--- config.mk ---
export PLATFORM = sky130hd
export DESIGN_NAME = rf_wb_ctrl
export DESIGN_NICKNAME = d
export VERILOG_FILES = /design/src/rtl/rf_wb_ctrl.sv
export SDC_FILE = /design/constraint.sdc
export NUM_CORES = 1
export LEC_CHECK = 0
export CORE_MARGIN = 2
export CORE_UTILIZATION = 30
export CTS_BUF_LIST = sky130_fd_sc_hd__clkbuf_4 sky130_fd_sc_hd__clkbuf_8 sky130_fd_sc_hd__clkbuf_16
export DETAILED_ROUTE_END_ITERATION = 16
export SETUP_SLACK_MARGIN = 0.5
export SYNTH_ARGS = -nofsm -noshare
export SYNTH_HDL_FRONTEND = slang
export SYNTH_SLANG_ARGS = --single-unit
export TNS_END_PERCENT = 100
--- constraint.sdc ---
create_clock -name clk -period 5.8 [get_ports clk]
set_input_delay 0.58 -clock clk [delete_from_list [all_inputs] [get_ports clk]]
set_output_delay 0.58 -clock clk [all_outputs]
set_load 0.03 [all_outputs]
--- src/rtl/rf_wb_ctrl.sv ---
// Register-file write-side controller: merges ALU and long-op results onto one
// write port, tracks long-op destinations in a busy scoreboard, and stalls decode.
module rf_wb_ctrl #(
  parameter int LQ_DEPTH = 2
) (
  input  logic        clk,
  input  logic        rst,
  input  logic        alu_valid,
  input  logic [4:0]  alu_rd,
  input  logic [31:0] alu_data,
  input  logic        lng_issue,
  input  logic [4:0]  lng_issue_rd,
  input  logic        lng_valid,
  input  logic [4:0]  lng_rd,
  input  logic [31:0] lng_data,
  output logic        lng_ready,
  input  logic [4:0]  rs1,
  input  logic [4:0]  rs2,
  output logic        stall,
  output logic [4:0]  write_reg,
  output logic        write_en,
  output logic [31:0] write_data
);

  localparam int AW = $clog2(LQ_DEPTH);

  logic [4:0]    q_rd_mem   [LQ_DEPTH];
  logic [31:0]   q_data_mem [LQ_DEPTH];
  logic [AW-1:0] wr_ptr_q, rd_ptr_q;
  logic [AW:0]   cnt_q, cnt_d;
  logic          ready_q;
  logic [31:0]   busy_q, busy_d;
  logic          from_lng_q;
  logic [4:0]    write_reg_q;
  logic          write_en_q;
  logic [31:0]   write_data_q;

  logic        full, empty, lng_acc;
  logic        sel_valid, sel_lng, push, pop, bypass;
  logic [4:0]  sel_rd;
  logic [31:0] sel_data;

  assign full      = (cnt_q == (AW+1)'(LQ_DEPTH));
  assign empty     = (cnt_q == '0);
  // Readiness looks only at the current fill level; a same-cycle pop does not count.
  assign lng_ready = ready_q & ~full;
  assign lng_acc   = lng_valid & lng_ready;

  always_comb begin
    sel_valid = 1'b0;
    sel_lng   = 1'b0;
    sel_rd    = '0;
    sel_data  = '0;
    pop       = 1'b0;
    bypass    = 1'b0;
    if (alu_valid) begin
      sel_valid = 1'b1;
      sel_rd    = alu_rd;
      sel_data  = alu_data;
    end else if (!empty) begin
      sel_valid = 1'b1;
      sel_lng   = 1'b1;
      sel_rd    = q_rd_mem[rd_ptr_q];
      sel_data  = q_data_mem[rd_ptr_q];
      pop       = 1'b1;
    end else if (lng_acc) begin
      sel_valid = 1'b1;
      sel_lng   = 1'b1;
      sel_rd    = lng_rd;
      sel_data  = lng_data;
      bypass    = 1'b1;
    end
    push = lng_acc & ~bypass;
  end

  always_comb begin
    case ({push, pop})
      2'b10:   cnt_d = cnt_q + (AW+1)'(1);
      2'b01:   cnt_d = cnt_q - (AW+1)'(1);
      default: cnt_d = cnt_q;
    endcase
  end

  // Clear on the edge where the register file captures a long write, then set new issues.
  always_comb begin
    busy_d = busy_q;
    if (write_en_q && from_lng_q) busy_d[write_reg_q] = 1'b0;
    if (lng_issue && lng_issue_rd != 5'd0) busy_d[lng_issue_rd] = 1'b1;
    busy_d[0] = 1'b0;
  end

  assign stall = busy_q[rs1] | busy_q[rs2] | (lng_issue & busy_q[lng_issue_rd]);

  always_ff @(posedge clk) begin
    if (!rst) begin
      wr_ptr_q     <= '0;
      rd_ptr_q     <= '0;
      cnt_q        <= '0;
      ready_q      <= 1'b0;
      busy_q       <= '0;
      from_lng_q   <= 1'b0;
      write_reg_q  <= '0;
      write_en_q   <= 1'b0;
      write_data_q <= '0;
    end else begin
      ready_q <= 1'b1;
      busy_q  <= busy_d;
      cnt_q   <= cnt_d;
      if (push) wr_ptr_q <= wr_ptr_q + AW'(1);
      if (pop)  rd_ptr_q <= rd_ptr_q + AW'(1);
      write_en_q <= sel_valid && (sel_rd != 5'd0);
      from_lng_q <= sel_valid && sel_lng;
      if (sel_valid) begin
        write_reg_q  <= sel_rd;
        write_data_q <= sel_data;
      end
    end
  end

  always_ff @(posedge clk) begin
    if (rst && push) begin
      q_rd_mem[wr_ptr_q]   <= lng_rd;
      q_data_mem[wr_ptr_q] <= lng_data;
    end
  end

  assign write_reg  = write_reg_q;
  assign write_en   = write_en_q;
  assign write_data = write_data_q;

  // ALU writes never target a register reserved by an outstanding long op.
  a_alu_not_busy: assert property (@(posedge clk) disable iff (!rst)
    !(alu_valid && alu_rd != 5'd0 && busy_q[alu_rd]));

endmodule

==> results of run 1 <==
## final cells by class
| type | count | share of cell area |
|---|---|---|
| Clock buffer | 17 | 0.0459 |
| Clock inverter | 14 | 0.0151 |
| Inverter | 9 | 0.00365 |
| Multi-Input combinational cell | 447 | 0.341 |
| Sequential cell | 150 | 0.404 |
| Tap cell | 319 | 0.0431 |
| Timing Repair Buffer | 139 | 0.147 |
## power by group
| group | switching [mW] | internal, mW | total [mW] |
|---|---|---|---|
| registers | 0.0822 | 1.21 | 1.30 |
| logic | 0.597 | 0.443 | 1.04 |
| clock network | 0.459 | 0.599 | 1.06 |
## worst max path at each step
stage,endpoint,slack [ps],from,cells past startpoint
global route,stall,1330,lng_issue_rd[0],8
CTS,stall,1470,lng_issue_rd[0],8
finish,stall,1460,lng_issue_rd[0],8
floorplan,q_data_mem[0][0],1620,lng_valid,3
detailed placement,stall,1480,lng_issue_rd[0],8
global placement,stall,1480,lng_issue_rd[0],8
## placed cells by master, fill, tap and decap left out, types with 5 or more instances in the layout
cell type	instances
sky130_fd_sc_hd__o211ai_1	32
sky130_fd_sc_hd__inv_6	6
sky130_fd_sc_hd__clkbuf_16	17
sky130_fd_sc_hd__a21oi_1	48
sky130_fd_sc_hd__a21boi_0	33
sky130_fd_sc_hd__inv_1	8
sky130_fd_sc_hd__nand3b_1	5
sky130_fd_sc_hd__clkdlybuf4s50_1	131
sky130_fd_sc_hd__mux2i_1	43
sky130_fd_sc_hd__edfxtp_1	74
sky130_fd_sc_hd__nand2_1	77
sky130_fd_sc_hd__mux2_2	11
sky130_fd_sc_hd__o21ai_0	34
sky130_fd_sc_hd__clkinvlp_4	5
sky130_fd_sc_hd__and2_1	5
sky130_fd_sc_hd__dfxtp_1	75
sky130_fd_sc_hd__nor2b_1	9
sky130_fd_sc_hd__nor2_1	43
sky130_fd_sc_hd__o211a_1	33
sky130_fd_sc_hd__mux4_2	14
sky130_fd_sc_hd__buf_4	6
## worst max-delay path, stage by stage
cell and delay [ps]:
sky130_fd_sc_hd__clkdlybuf4s50_1 990, sky130_fd_sc_hd__mux2_4 350, sky130_fd_sc_hd__a32o_1 210, sky130_fd_sc_hd__a211oi_1 220
sky130_fd_sc_hd__a31oi_1 80, sky130_fd_sc_hd__a211o_1 320, sky130_fd_sc_hd__a2111o_1 410, sky130_fd_sc_hd__clkdlybuf4s50_1 590
## per-layer routing
layer	part of all wire	vias to the layer above
met1	0.46	2524
li1	-	2667
met5	0	-
met3	0.076	10
met2	0.46	149
met4	0.0073	0
## through the flow
step	area [sq um]	setup slack (ps)	instances	utilization
floorplan	7150	1620	657	-
global placement	8700	1480	1064	0.371
detailed placement	8700	1480	1064	0.371
CTS	9270	1470	1095	0.395
global route	9270	1330	1095	0.395
finish	9270	1460	1095	0.395
## kinds of logic after synthesis
| family | count (synthesis) | share of synthesized area |
|---|---|---|
| compound gates | 203 | 0.201 |
| xor+xnor | 4 | 0.00490 |
| fa+ha+maj | 1 | 0.00175 |
| buf+inv | 60 | 0.0371 |
| flops | 150 | 0.523 |
| mux | 69 | 0.124 |
| simple gates | 170 | 0.108 |
==> run summary, run 1 <==
DETAILED ROUTING
--------------------------------------------------------------------------
Post-Route WL ............................................... 18000 microns
Total number of vias ........................................         5350
# DRC .......................................................            0
First-pass detailed-route iteration total ...................            4
DRC marker count from the first detailed-route iteration ....          286
Final antenna-violating net count ...........................            0
WL per Instance ............................................. 16.4 microns
Ratio of routed vias to standard cells ......................         4.89

TIMING
--------------------------------------------------------------------------
Setup Skew ..................................................      10.1 ps
Min cycle time layout .......................................      4340 ps
Transition time of the tightest slew-check pin ..............      1100 ps
Setup violators final .......................................            0
Highest clock frequency the design can meet .................    0.231 GHz
Unrepaired setup endpoints after global routing .............           no
Hold Fails Final Rpt ........................................            0
Final Hold Slack ............................................       499 ps
Setup TNS ...................................................         0 ps
Tightest slew margin relative to the limit ..................        0.262
Fin. max-slew vios ..........................................            0
Fin crit share ..............................................        0.747

WORST HOLD PATH
--------------------------------------------------------------------------
Instance count along the most critical hold path ............            1
Endpoint with the worst hold slack .......................... write_data[9]
Min-Delay Startpoint ........................................ write_data[9]
Worst min path class ........................................      reg2reg

PLACE
--------------------------------------------------------------------------
Final weighted congestion in routability-driven placement ...        0.823
Port bufs ...................................................          133
Estimated wirelength of the detail-placed design ............ 11900 microns

DIE
--------------------------------------------------------------------------
Std cell rows ...............................................           56
Ports .......................................................          134
Area of the core ............................................  23500 sq um
Vertical die dimension ......................................  158 microns
Initial Utilization .........................................        0.305
Die Footprint ...............................................  25100 sq um
Die width ...................................................  158 microns

CLOCKING
--------------------------------------------------------------------------
TritonCTS Sinks .............................................          150
CTS Hold Bufs ...............................................            0
Clock tree root buffer cell ................................. sky130_fd_sc_hd__clkbuf_16
Number of resized instances in the post-cts repair step .....            0
Clock Latency Late Sink .....................................       410 ps
Worst-path clk slew .........................................        70 ps
TritonCTS clock tree ........................................        built
H-Tree Level Count ..........................................            4
Longest Clk Path Bufs .......................................            2
Inserted Clock Buffers ......................................           17
Buffer count from post-CTS setup fixing .....................            0

SYNTH
--------------------------------------------------------------------------
Gate count of the mapped netlist ............................          657
Number of distinct library cells after synthesis ............           56
YS warnings .................................................            0
Top cell type's share of synthesized area ...................        0.311
Top cells by count, synth ................................... sky130_fd_sc_hd__nand2_1, sky130_fd_sc_hd__dfxtp_1, sky130_fd_sc_hd__edfxtp_1, sky130_fd_sc_hd__a21oi_1, sky130_fd_sc_hd__nor2_1
Post-Synthesis Net Count ....................................          752
Most used standard cell by instance count after synthesis ... sky130_fd_sc_hd__nand2_1
Sequential element share of the synthesized area ............        0.523
Synthesis-stage register bit count ..........................          150
Post-synthesis average cell area ............................   10.9 sq um
Post-synthesis cell area ....................................   7150 sq um
Cell types with the largest area share after synthesis ...... sky130_fd_sc_hd__edfxtp_1, sky130_fd_sc_hd__dfxtp_1, sky130_fd_sc_hd__mux2i_1, sky130_fd_sc_hd__o211a_1, sky130_fd_sc_hd__mux4_2
Async set-or-reset flop fraction in the synthesized netlist .            0
Post-synth top area cell .................................... sky130_fd_sc_hd__edfxtp_1
Prevailing post-synth register cell ......................... sky130_fd_sc_hd__dfxtp_1
Post-synth EDFFs ............................................           74

FINAL LAYOUT
--------------------------------------------------------------------------
Synthesis-to-layout area growth .............................        29.6%
Area taken by multi-input logic gates .......................   3160 sq um
FF/Latch Area ...............................................   3740 sq um
Net count of the finished layout ............................          859
Max FFs per register ........................................           64
Number of fill cells in the layout ..........................         2290
Share of cells above drive strength 1 .......................       0.0966
Register name with the most flops ...........................   q_data_mem
Diode insertion count for antenna repair ....................            0

OUTCOME
--------------------------------------------------------------------------
Result of the run ...........................................    completed

SETUP PATH
--------------------------------------------------------------------------
Worst EP required ...........................................      5220 ps
Largest fanout on the critical path .........................           18
Flop2flop setup slack .......................................      3500 ps
Worst flop-to-flop path endpoint ............................     write_en
Number of cells on the worst reg-to-reg path ................            6
Arrival @ worst endpoint ....................................      3760 ps
Type of the worst setup path ................................       in2out
Launch point of the worst reg-to-reg path ...................     cnt_q[0]
Setup crit start kind .......................................   input port
Worst setup EP type ......................................... primary output

POWER AND IR DROP
--------------------------------------------------------------------------
Pwr Density .................................................  366 nW/um^2
Reported leakage power ......................................      3.30 nW
Sum of internal, switching and leakage power ................      3.40 mW
Peak supply drop ............................................   0.000182 V

GLOBAL ROUTING
--------------------------------------------------------------------------
Global-route wire length before repair ...................... 28700 microns
Antenna violations before repair ............................            0
Vias in the first global route ..............................         5372
Pin count of the biggest net entering global routing ........           79
Global route total overflow .................................            0
Busiest metal layer after global routing ....................         met2
Met1 global-route usage .....................................        0.195
GR Util All Layers ..........................................        0.147
GR Util met2 ................................................        0.230
Global routing usage on met3 ................................       0.0542

FLOW RUN
--------------------------------------------------------------------------
Max-cap violations ..........................................            0

Power figures use the tool's default switching activity.
==> run 2, diff against run 1 <==
- clock period: 5.8 -> 4.1 ns (I/O delays scaled with it)
==> run 2 against run 1 <==
  * Design area is 0.46% higher
  * Final cell count is 0.27% higher
  * First-iteration DRC count increased by 12%
  * Global-route usage rose by 0.36 points
  * Die area is the same
  * Sequential share of layout area is 0.18 points lower
  * Count of clock-buffer cells in the layout stayed put
  * Clock power grew 42%
  * Routed wire length is 2.4% higher
  * Non-clock buffer count grew 3
  * Flip-flop and latch count is the same
  * Via count is 1.5% higher
  * Largest power group unchanged
==> run summary, run 2 (synthesis results as in run 1) <==
PLACE
------------------------------------------------------------------------
Final weighted congestion in routability-driven placement .        0.902
Port bufs .................................................          133
Estimated wirelength of the detail-placed design .......... 12100 microns
Total cell area at the placement stage ....................   8740 sq um

DIE
------------------------------------------------------------------------
Std cell rows .............................................           56
Vertical die dimension ....................................  158 microns
Die Footprint .............................................  25100 sq um
Ports .....................................................          134
Initial Utilization .......................................        0.305
Area of the core ..........................................  23500 sq um
Die width .................................................  158 microns

SETUP PATH
------------------------------------------------------------------------
Flop2flop setup slack .....................................      1630 ps
Most common cell type on the critical path ................ sky130_fd_sc_hd__clkdlybuf4s50_1
Largest fanout on the critical path .......................            9
Arrival @ worst endpoint ..................................      3040 ps
Max stage delay on crit path ..............................       770 ps
Worst setup EP type ....................................... primary output
Cell at the slowest stage of the critical path ............ sky130_fd_sc_hd__clkdlybuf4s50_1
Type of the worst setup path ..............................       in2out
Chain of cells forming the critical path .................. clkdlybuf4s50_1, mux4_2, mux2i_1, nand3b_1, o311ai_0, a21oi_1, a2111o_1, clkdlybuf4s50_1
Setup crit start kind .....................................   input port
Worst EP required .........................................      3690 ps

FINAL LAYOUT
------------------------------------------------------------------------
Diode insertion count for antenna repair ..................            0
Net count of the finished layout ..........................          862
Share of cells above drive strength 1 .....................        0.100
Highest-count cells in the layout ignoring fill and taps .. sky130_fd_sc_hd__clkdlybuf4s50_1, sky130_fd_sc_hd__nand2_1, sky130_fd_sc_hd__dfxtp_1
Most common cell after layout, fill and taps aside ........ sky130_fd_sc_hd__clkdlybuf4s50_1
Synthesis-to-layout area growth ...........................        30.2%
Max FFs per register ......................................           64
Number of fill cells in the layout ........................         2322
Design Area, Final ........................................   9310 sq um
Final core occ ............................................        0.397
Register name with the most flops .........................   q_data_mem

DETAILED ROUTING
------------------------------------------------------------------------
# DRC .....................................................            0
Final antenna-violating net count .........................            0
Ratio of routed vias to standard cells ....................         4.95
First-pass detailed-route iteration total .................            5
WL per Instance ........................................... 16.7 microns
DRC marker count from the first detailed-route iteration ..          319
Total number of vias ......................................         5430
Post-Route WL ............................................. 18400 microns

TIMING
------------------------------------------------------------------------
Setup Skew ................................................      11.2 ps
Fin. max-slew vios ........................................            0
Hold Fails Final Rpt ......................................            0
Min cycle time layout .....................................      3450 ps
Highest clock frequency the design can meet ...............    0.290 GHz
Tightest slew margin relative to the limit ................        0.203
Transition time of the tightest slew-check pin ............      1190 ps
Unrepaired setup endpoints after global routing ...........           no
Setup TNS .................................................         0 ps
Fin crit share ............................................        0.842
Setup violators final .....................................            0

FLOW RUN
------------------------------------------------------------------------
Max-cap violations ........................................            0

GLOBAL ROUTING
------------------------------------------------------------------------
Antenna violations before repair ..........................            0
Global route total overflow ...............................            0
Pin count of the biggest net entering global routing ......           78
GR Util All Layers ........................................        0.151
Global-route wire length before repair .................... 29100 microns
Vias in the first global route ............................         5460

CLOCKING
------------------------------------------------------------------------
Clock tree root buffer cell ............................... sky130_fd_sc_hd__clkbuf_16
Worst-path clk slew .......................................        60 ps
TritonCTS Sinks ...........................................          150
TritonCTS clock tree ......................................        built
Longest Clk Path Bufs .....................................            2
H-Tree Level Count ........................................            4
Inserted Clock Buffers ....................................           17
Clock Latency Late Sink ...................................       420 ps
Buffer count from post-CTS setup fixing ...................            0
CTS Hold Bufs .............................................            0

POWER AND IR DROP
------------------------------------------------------------------------
Pwr Density ...............................................  517 nW/um^2
Reported leakage power ....................................      3.34 nW
Peak supply drop ..........................................   0.000286 V

WORST HOLD PATH
------------------------------------------------------------------------
Worst min path class ......................................       in2reg

OUTCOME
------------------------------------------------------------------------
Result of the run .........................................    completed

==> run 2: cell types whose count changed in the layout (fill, tap and decap cells not counted), sizes merged <==
cell | previous run | this run
clkdlybuf4s50 | 131 | 127
buf | 8 | 11
clkinvlp | 5 | 3
dlygate4sd2 | 0 | 2
dlymetal6s2s | 0 | 2
clkinv | 1 | 2
inv | 16 | 17
==> run 2: area by class of cell <==
class	count	area, sq um	share of cell area
sequential	150	3740	0.402
clock buffer	17	425	0.0457
timing repair buffer	142	1400	0.151
tap	319	399	0.0429
inverter	9	33.8	0.00363
clock inverter	14	139	0.0149
multi-input combinational	447	3160	0.340
==> run 2: worst paths after layout <==
path                        from             end  cells after the start
hold / removal         alu_valid      from_lng_q                      3
setup reg to reg        cnt_q[0]   write_data[0]                      5
setup / recovery          rs1[0]           stall                      8
hold reg to reg   write_data[15]  write_data[15]                      1
==> run 2: what timing repair did <==
action | 4_1_cts | 5_1_grt
gates resized for setup | 2 | 2
cloned | 0 | 0
endpoints found under the setup margin | 1 | 1
==> run 2: power breakdown <==
group	internal, mW	switching, mW	total, mW
clock network	0.849	0.657	1.51
registers	1.72	0.109	1.83
logic	0.631	0.850	1.48
==> run 2: worst max-delay path, delay by kind of cell <==
kind,cells,cell delay [ps]
buffers and inverters,2,1360
and+or+nand+nor,1,90
AOI/OAI and AO/OA,3,470
muxes,2,710
==> run 2: per-stage QoR <==
stage	total power, mW	hold slack, ps	setup slack (ps)	instances
after global routing	5.08	333	512	1098
after CTS	4.88	298	516	1098
after global placement	3.36	478	404	1067
after floorplan	2.85	438	1380	657
final	4.81	321	647	1098
after detailed placement	3.35	487	407	1067
==> run 2: layer usage <==
layer / vias up / global-route usage / share of wire
met5: - / 0 / 0
met4: 0 / 0.0412 / 0.0095
met3: 13 / 0.0539 / 0.084
met2: 189 / 0.248 / 0.47
met1: 2540 / 0.188 / 0.43
li1: 2688 / - / -
==> run 3, diff against run 2 <==
- clock period: 4.1 -> 3.1 ns (I/O delays scaled with it)
==> run 3 against run 2 <==
  * Clock power up 28%
  * Routed wire length up 3.6%
  * Final cell count up 2.9%
  * Register-to-register slack worse by 760 ps
  * Utilization up 1.4 points
  * Critical path depth down 2
  * Non-clock buffer count up 31
  * Design area up 3.4%
  * Sequential share of layout area down 1.2 points
  * Count of clock-buffer cells in the layout up 1
  * Die area unchanged
  * Clock skew up 9.2 ps
  * Critical path type is now reg2out
  * Largest cell class unchanged
  * Highest routed layer is now met5
==> run summary, run 3 (synthesis results as in run 1) <==
DETAILED ROUTING
------------------------------------------------------------------------
First-pass detailed-route iteration total .................            4
Ratio of routed vias to standard cells ....................         4.91
# DRC .....................................................            0
WL per Instance ........................................... 16.9 microns
Post-Route WL ............................................. 19000 microns
Final antenna-violating net count .........................            0
Total number of vias ......................................         5551
DRC marker count from the first detailed-route iteration ..          317

TIMING
------------------------------------------------------------------------
Min cycle time layout .....................................      2590 ps
Fin. max-slew vios ........................................            0
Hold Fails Final Rpt ......................................            0
Setup violators final .....................................            0
Highest clock frequency the design can meet ...............    0.386 GHz
Transition time of the tightest slew-check pin ............       711 ps
Setup Skew ................................................      20.4 ps
Fin crit share ............................................        0.835
Final worst slack .........................................       511 ps
Unrepaired setup endpoints after global routing ...........          yes
Tightest slew margin relative to the limit ................        0.524

GLOBAL ROUTING
------------------------------------------------------------------------
Antenna violations before repair ..........................            1
Global route total overflow ...............................            0
Pin count of the biggest net entering global routing ......           66
Vias in the first global route ............................         5578
Global-route wire length before repair .................... 30000 microns
GR Util All Layers ........................................        0.156

FINAL LAYOUT
------------------------------------------------------------------------
Design Area, Final ........................................   9630 sq um
Most common cell after layout, fill and taps aside ........ sky130_fd_sc_hd__clkdlybuf4s50_1
Post-route non-filler standard cell count .................         1130
Synthesis-to-layout area growth ...........................        34.7%
Share of cells above drive strength 1 .....................        0.148
Net count of the finished layout ..........................          893
Highest-count cells in the layout ignoring fill and taps .. sky130_fd_sc_hd__clkdlybuf4s50_1, sky130_fd_sc_hd__nand2_1, sky130_fd_sc_hd__edfxtp_1
Max FFs per register ......................................           64
Number of fill cells in the layout ........................         2327
Final core occ ............................................        0.410
Diode insertion count for antenna repair ..................            0
Register name with the most flops .........................   q_data_mem

DIE
------------------------------------------------------------------------
Std cell rows .............................................           56
Initial Utilization .......................................        0.305
Ports .....................................................          134
Area of the core ..........................................  23500 sq um
Die Footprint .............................................  25100 sq um
Vertical die dimension ....................................  158 microns
Die width .................................................  158 microns

SETUP PATH
------------------------------------------------------------------------
Worst setup EP type ....................................... primary output
Max stage delay on crit path ..............................       460 ps
Cell at the slowest stage of the critical path ............ sky130_fd_sc_hd__mux4_2
Type of the worst setup path ..............................      reg2out
Launch point of the worst reg-to-reg path .................     cnt_q[0]
Setup crit start kind .....................................         flop
Worst EP required .........................................      2790 ps
Worst flop-to-flop path endpoint ..........................     write_en
Flop2flop setup slack .....................................       870 ps
Number of cells on the worst reg-to-reg path ..............            6
Crit. Startpoint ..........................................   busy_q[30]
Largest fanout on the critical path .......................            2
End point of the critical path ............................        stall
Chain of cells forming the critical path .................. mux4_2, a32oi_2, a31oi_1, a211o_1, a2111o_1, buf_6
Arrival @ worst endpoint ..................................      2280 ps

POWER AND IR DROP
------------------------------------------------------------------------
Reported leakage power ....................................      3.53 nW
Sum of internal, switching and leakage power ..............      6.36 mW
Clk network pwr share .....................................        0.303
Share of total power in sequential cells ..................        0.380
Switching Share ...........................................        0.338
Total internal power ......................................      4.21 mW
Peak supply drop ..........................................   0.000378 V
Combinational group share of total power ..................        0.318
Switching power ...........................................      2.15 mW
Pwr Density ...............................................  660 nW/um^2

CLOCKING
------------------------------------------------------------------------
Inserted Clock Buffers ....................................           17
Clock tree root buffer cell ............................... sky130_fd_sc_hd__clkbuf_16
Clock Latency Late Sink ...................................       420 ps
Longest Clk Path Bufs .....................................            2
CTS Hold Bufs .............................................            0
H-Tree Level Count ........................................            4
Worst-path clk slew .......................................        60 ps
TritonCTS clock tree ......................................        built
TritonCTS Sinks ...........................................          150

PLACE
------------------------------------------------------------------------
Port bufs .................................................          133
Estimated wirelength of the detail-placed design .......... 13400 microns
Total instance count after detailed placement .............         1092
Total cell area at the placement stage ....................   8980 sq um
Final weighted congestion in routability-driven placement .        0.923
Pre-CTS setup slack .......................................      -243 ps

WORST HOLD PATH
------------------------------------------------------------------------
Instance count along the most critical hold path ..........            3
Min-Delay Startpoint ......................................    alu_valid
Worst min path class ......................................       in2reg

OUTCOME
------------------------------------------------------------------------
Result of the run .........................................    completed

FLOW RUN
------------------------------------------------------------------------
Max-cap violations ........................................            0

-- run 3: cell types whose count changed in the layout (fill, tap and decap cells not counted), moves of 2 or more --
| cell | previous run | this run |
|---|---|---|
| sky130_fd_sc_hd__buf_12 | 1 | 5 |
| sky130_fd_sc_hd__dfxtp_2 | 1 | 5 |
| sky130_fd_sc_hd__buf_6 | 0 | 5 |
| sky130_fd_sc_hd__dfxtp_4 | 0 | 2 |
| sky130_fd_sc_hd__buf_4 | 8 | 31 |
| sky130_fd_sc_hd__clkdlybuf4s50_1 | 127 | 124 |
| sky130_fd_sc_hd__dfxtp_1 | 75 | 69 |
| sky130_fd_sc_hd__dlygate4sd2_1 | 2 | 5 |
-- run 3: routing by layer --
layer,track usage,up-vias,wire (microns)
met3,0.0490,27,1290
met4,0.0558,2,352
li1,-,2749,-
met2,0.248,158,8790
met5,0,-,8
met1,0.200,2615,8600
-- run 3: worst max-delay path: cells and delay by family (launching register included) --
kind,cells,cell delay [ps]
mux,1,460
compound gates,4,920
flops,1,340
buf+inv,1,150
-- run 3: worst min-delay path by stage --
stage	to	slack (ps)
floorplan	ready_q	340
global route	from_lng_q	400
global placement	write_data[30]	480
finish	from_lng_q	380
detailed placement	write_data[1]	480
CTS	from_lng_q	360
-- run 3: timing repair --
item,in CTS,in global routing
setup buffers,4,2
endpoints found under the setup margin,1,1
gates resized for setup,25,4
pin swaps,7,1
-- run 3: area by class of cell --
| cell class | count | area (sq um) | share of cell area |
|---|---|---|---|
| repair buffers | 173 | 1700 | 0.176 |
| well taps | 319 | 399 | 0.0414 |
| clock buffers | 18 | 439 | 0.0456 |
| multi-input cells | 447 | 3190 | 0.331 |
| inverters | 9 | 33.8 | 0.00351 |
| flip-flops and latches | 150 | 3760 | 0.390 |
| clock inverters | 14 | 116 | 0.0121 |
-- run 3: power groups by stage --
| stage | clock, mW | sequential, mW | combinational, mW |
|---|---|---|---|
| after floorplan | 0 | 2.65 | 1.13 |
| after global placement | 0 | 2.46 | 2.03 |
| after detailed placement | 0 | 2.46 | 2.02 |
| after CTS | 1.98 | 2.41 | 2.04 |
| after global routing | 2.06 | 2.44 | 2.22 |
| final | 1.93 | 2.41 | 2.02 |
-- run 3: stage by stage --
stage | hold WS [ps] | TNS, ps
global placement | 481 | -265
CTS | 362 | 0
floorplan | 338 | 0
finish | 384 | 0
global route | 401 | 0
detailed placement | 485 | -243
==> variant, RTL diff (flow settings as in run 2) <==
Reset style: asynchronous (`rst`), changed in one clocked block.
--- a/src/rtl/rf_wb_ctrl.sv
+++ b/src/rtl/rf_wb_ctrl.sv
@@ -92,5 +92,5 @@
   assign stall = busy_q[rs1] | busy_q[rs2] | (lng_issue & busy_q[lng_issue_rd]);
 
-  always_ff @(posedge clk) begin
+  always_ff @(posedge clk or negedge rst) begin
     if (!rst) begin
       wr_ptr_q     <= '0;
Formal check against the unedited RTL: differs if rst is asserted again (counterexample within 4 cycles, from zero or initial values and one cycle with rst low); with rst held inactive, the same outputs for 4 cycles.
==> variant against run 2 <==
Wire length is 0.89% lower. Largest cell class unchanged. Sequential cell count is 1 lower. Register-to-register slack improved by 0.20 ns. Largest power group unchanged. Sequential power is 28% higher. Critical path depth shrank 1. Synthesized area decreased by 1.8%. Design area shrank 0.26%. Setup slack better by 0.24 ns. Sequential share of layout area is 3.9 points higher. Power grew 23%. Combinational power up 34%. Count of clock-buffer cells in the layout up 1. Non-clock buffer count grew 3.
==> variant: results (changes against run 2) <==
Routing
The length of the first detailed-routing pass in iterations came to 4 (was 5). The number of vias per cell after detailed routing is 5.05 (was 4.95). The first-iteration detailed-routing DRC count is 343 (was 319).

The routed length per placed instance is 17.3 um (was 16.7 um).

Yosys
The proportion of synthesized chip area in sequential cells is 58.4% (was 52.3%). Biggest area contributors in the synthesized netlist: sky130_fd_sc_hd__edfxtp_1 32%, sky130_fd_sc_hd__dfrtp_1 27%, sky130_fd_sc_hd__mux2i_1 7.4% (was sky130_fd_sc_hd__edfxtp_1 31%, sky130_fd_sc_hd__dfxtp_1 21%, sky130_fd_sc_hd__mux2i_1 6.0%). The async set or reset register ratio after synthesis came to 50.3% (was 0%). The top flip-flop cell by instance count after synthesis is sky130_fd_sc_hd__dfrtp_1 (was sky130_fd_sc_hd__dfxtp_1).

Commonest cells in the netlist: 93 x sky130_fd_sc_hd__o21ai_0, 75 x sky130_fd_sc_hd__dfrtp_1, 74 x sky130_fd_sc_hd__edfxtp_1 (was 77 x sky130_fd_sc_hd__nand2_1, 76 x sky130_fd_sc_hd__dfxtp_1, 74 x sky130_fd_sc_hd__edfxtp_1). The total nets after synthesis came to 701 (was 752). The most frequent cell after synthesis is sky130_fd_sc_hd__o21ai_0 (was sky130_fd_sc_hd__nand2_1).

Worst setup path
The longest individual stage delay on the worst path is 0.73 ns (was 0.77 ns). The data arrival time of the critical path was 2.80 ns (was 3.04 ns).

Worst hold path
The path type of the worst min-delay path is input port to async pin (was input port to register).

GRT
The initial antenna violation count came to 1 (was 0). The largest net degree at the start of global routing is 77 (was 78). The number of global-route vias before repair is 5335 (was 5460).

Power and ir drop
The leakage power total is 3.43 nW (was 3.34 nW). The largest vdd supply drop is 0.385 mV (was 0.286 mV). The switching share of power is 36.1% (was 33.6%).

Placed design
The routability congestion estimate is 0.852 (was 0.902). The HPWL after detailed placement came to 12100 um (about the same).

Timing
The max-slew headroom at the worst pin was 26.2% (was 20.3%). The worst clock skew is 0.00957 ns (was 0.0112 ns).

Run status
Outcome: finished clean (unchanged).

Layout
The filler cell count was 2185 (was 2322). The final net count was 823 (was 862). The fraction of final layout cells sized beyond drive strength 1 was 9.99% (was 10.0%).
==> variant: path summary, 6_finish.rpt <==
kind                          startpoint                to  slack (ns)  cells past startpoint
max                               rs2[2]             stall        0.89                      7
min                                  rst          wr_ptr_q        0.37                      2
max reg2reg                     cnt_q[0]  q_data_mem[0][8]        1.83                      6
min reg2reg                write_data[4]     write_data[4]        0.48                      2
max in group asynchronous            rst          rd_ptr_q        2.56                      3
min in group clk           write_data[4]     write_data[4]        0.48                      2
==> variant: what timing repair did <==
action | CTS | global route
hold buffers | 1 | 0
resized for setup | 3 | 2
endpoints found under the setup margin | 1 | 1
hold endpoints to repair | 1 | 0
==> variant: kinds of logic after synthesis <==
group / count (synthesis) / synth area share [%]
compound gates: 193 / 15.9
xor+xnor: 5 / 0.624
fa+ha+maj: 1 / 0.178
buf+inv: 57 / 3.31
flops: 149 / 58.4
mux: 73 / 13.1
other cells: 1 / 0.0534
simple gates: 127 / 8.46
==> variant: stage by stage <==
stage,hold slack [ns],cells,setup WS (ns),cell area (sq um),total power (W)
global route,0.365,1054,0.784,9290,0.00628
detailed placement,0.203,1021,0.449,8660,0.00436
global placement,0.203,1021,0.436,8660,0.00434
finish,0.365,1054,0.886,9290,0.00593
CTS,0.365,1054,0.519,9280,0.00600
floorplan,0.114,606,0.941,7020,0.00355
==> variant: worst max-delay path, delay by kind of cell <==
kind | cells | cell delay (ns)
buf+inv | 2 | 0.98
simple gates | 2 | 0.56
compound gates | 2 | 0.61
mux | 1 | 0.24
==> variant: final cells by class <==
| cell class | count | area (sq um) | share of cell area [%] |
|---|---|---|---|
| Clock buffer | 18 | 439 | 4.73 |
| Inverter | 15 | 56.3 | 0.606 |
| Tap cell | 313 | 392 | 4.22 |
| Clock inverter | 14 | 180 | 1.94 |
| Timing Repair Buffer | 145 | 1420 | 15.3 |
| Sequential cell | 149 | 4100 | 44.2 |
| Multi-Input combinational cell | 400 | 2700 | 29.1 |
==> variant: power groups by stage <==
stage               registers [W]  clock network [W]  logic (W)
finish                    0.00234            0.00161    0.00198
global route              0.00239            0.00172    0.00217
CTS                       0.00234            0.00165    0.00201
detailed placement        0.00236                  0    0.00200
global placement          0.00237                  0    0.00197
floorplan                 0.00247                  0    0.00109
==> variant: per-layer routing <==
layer  vias to the layer above  part of all wire [%]  track usage, %
met4                         2                   1.5            5.02
met5                         -                 0.071               0
met1                      2594                    46            20.8
li1                       2517                     -               -
met3                        26                   8.0            5.04
met2                       184                    45            23.1
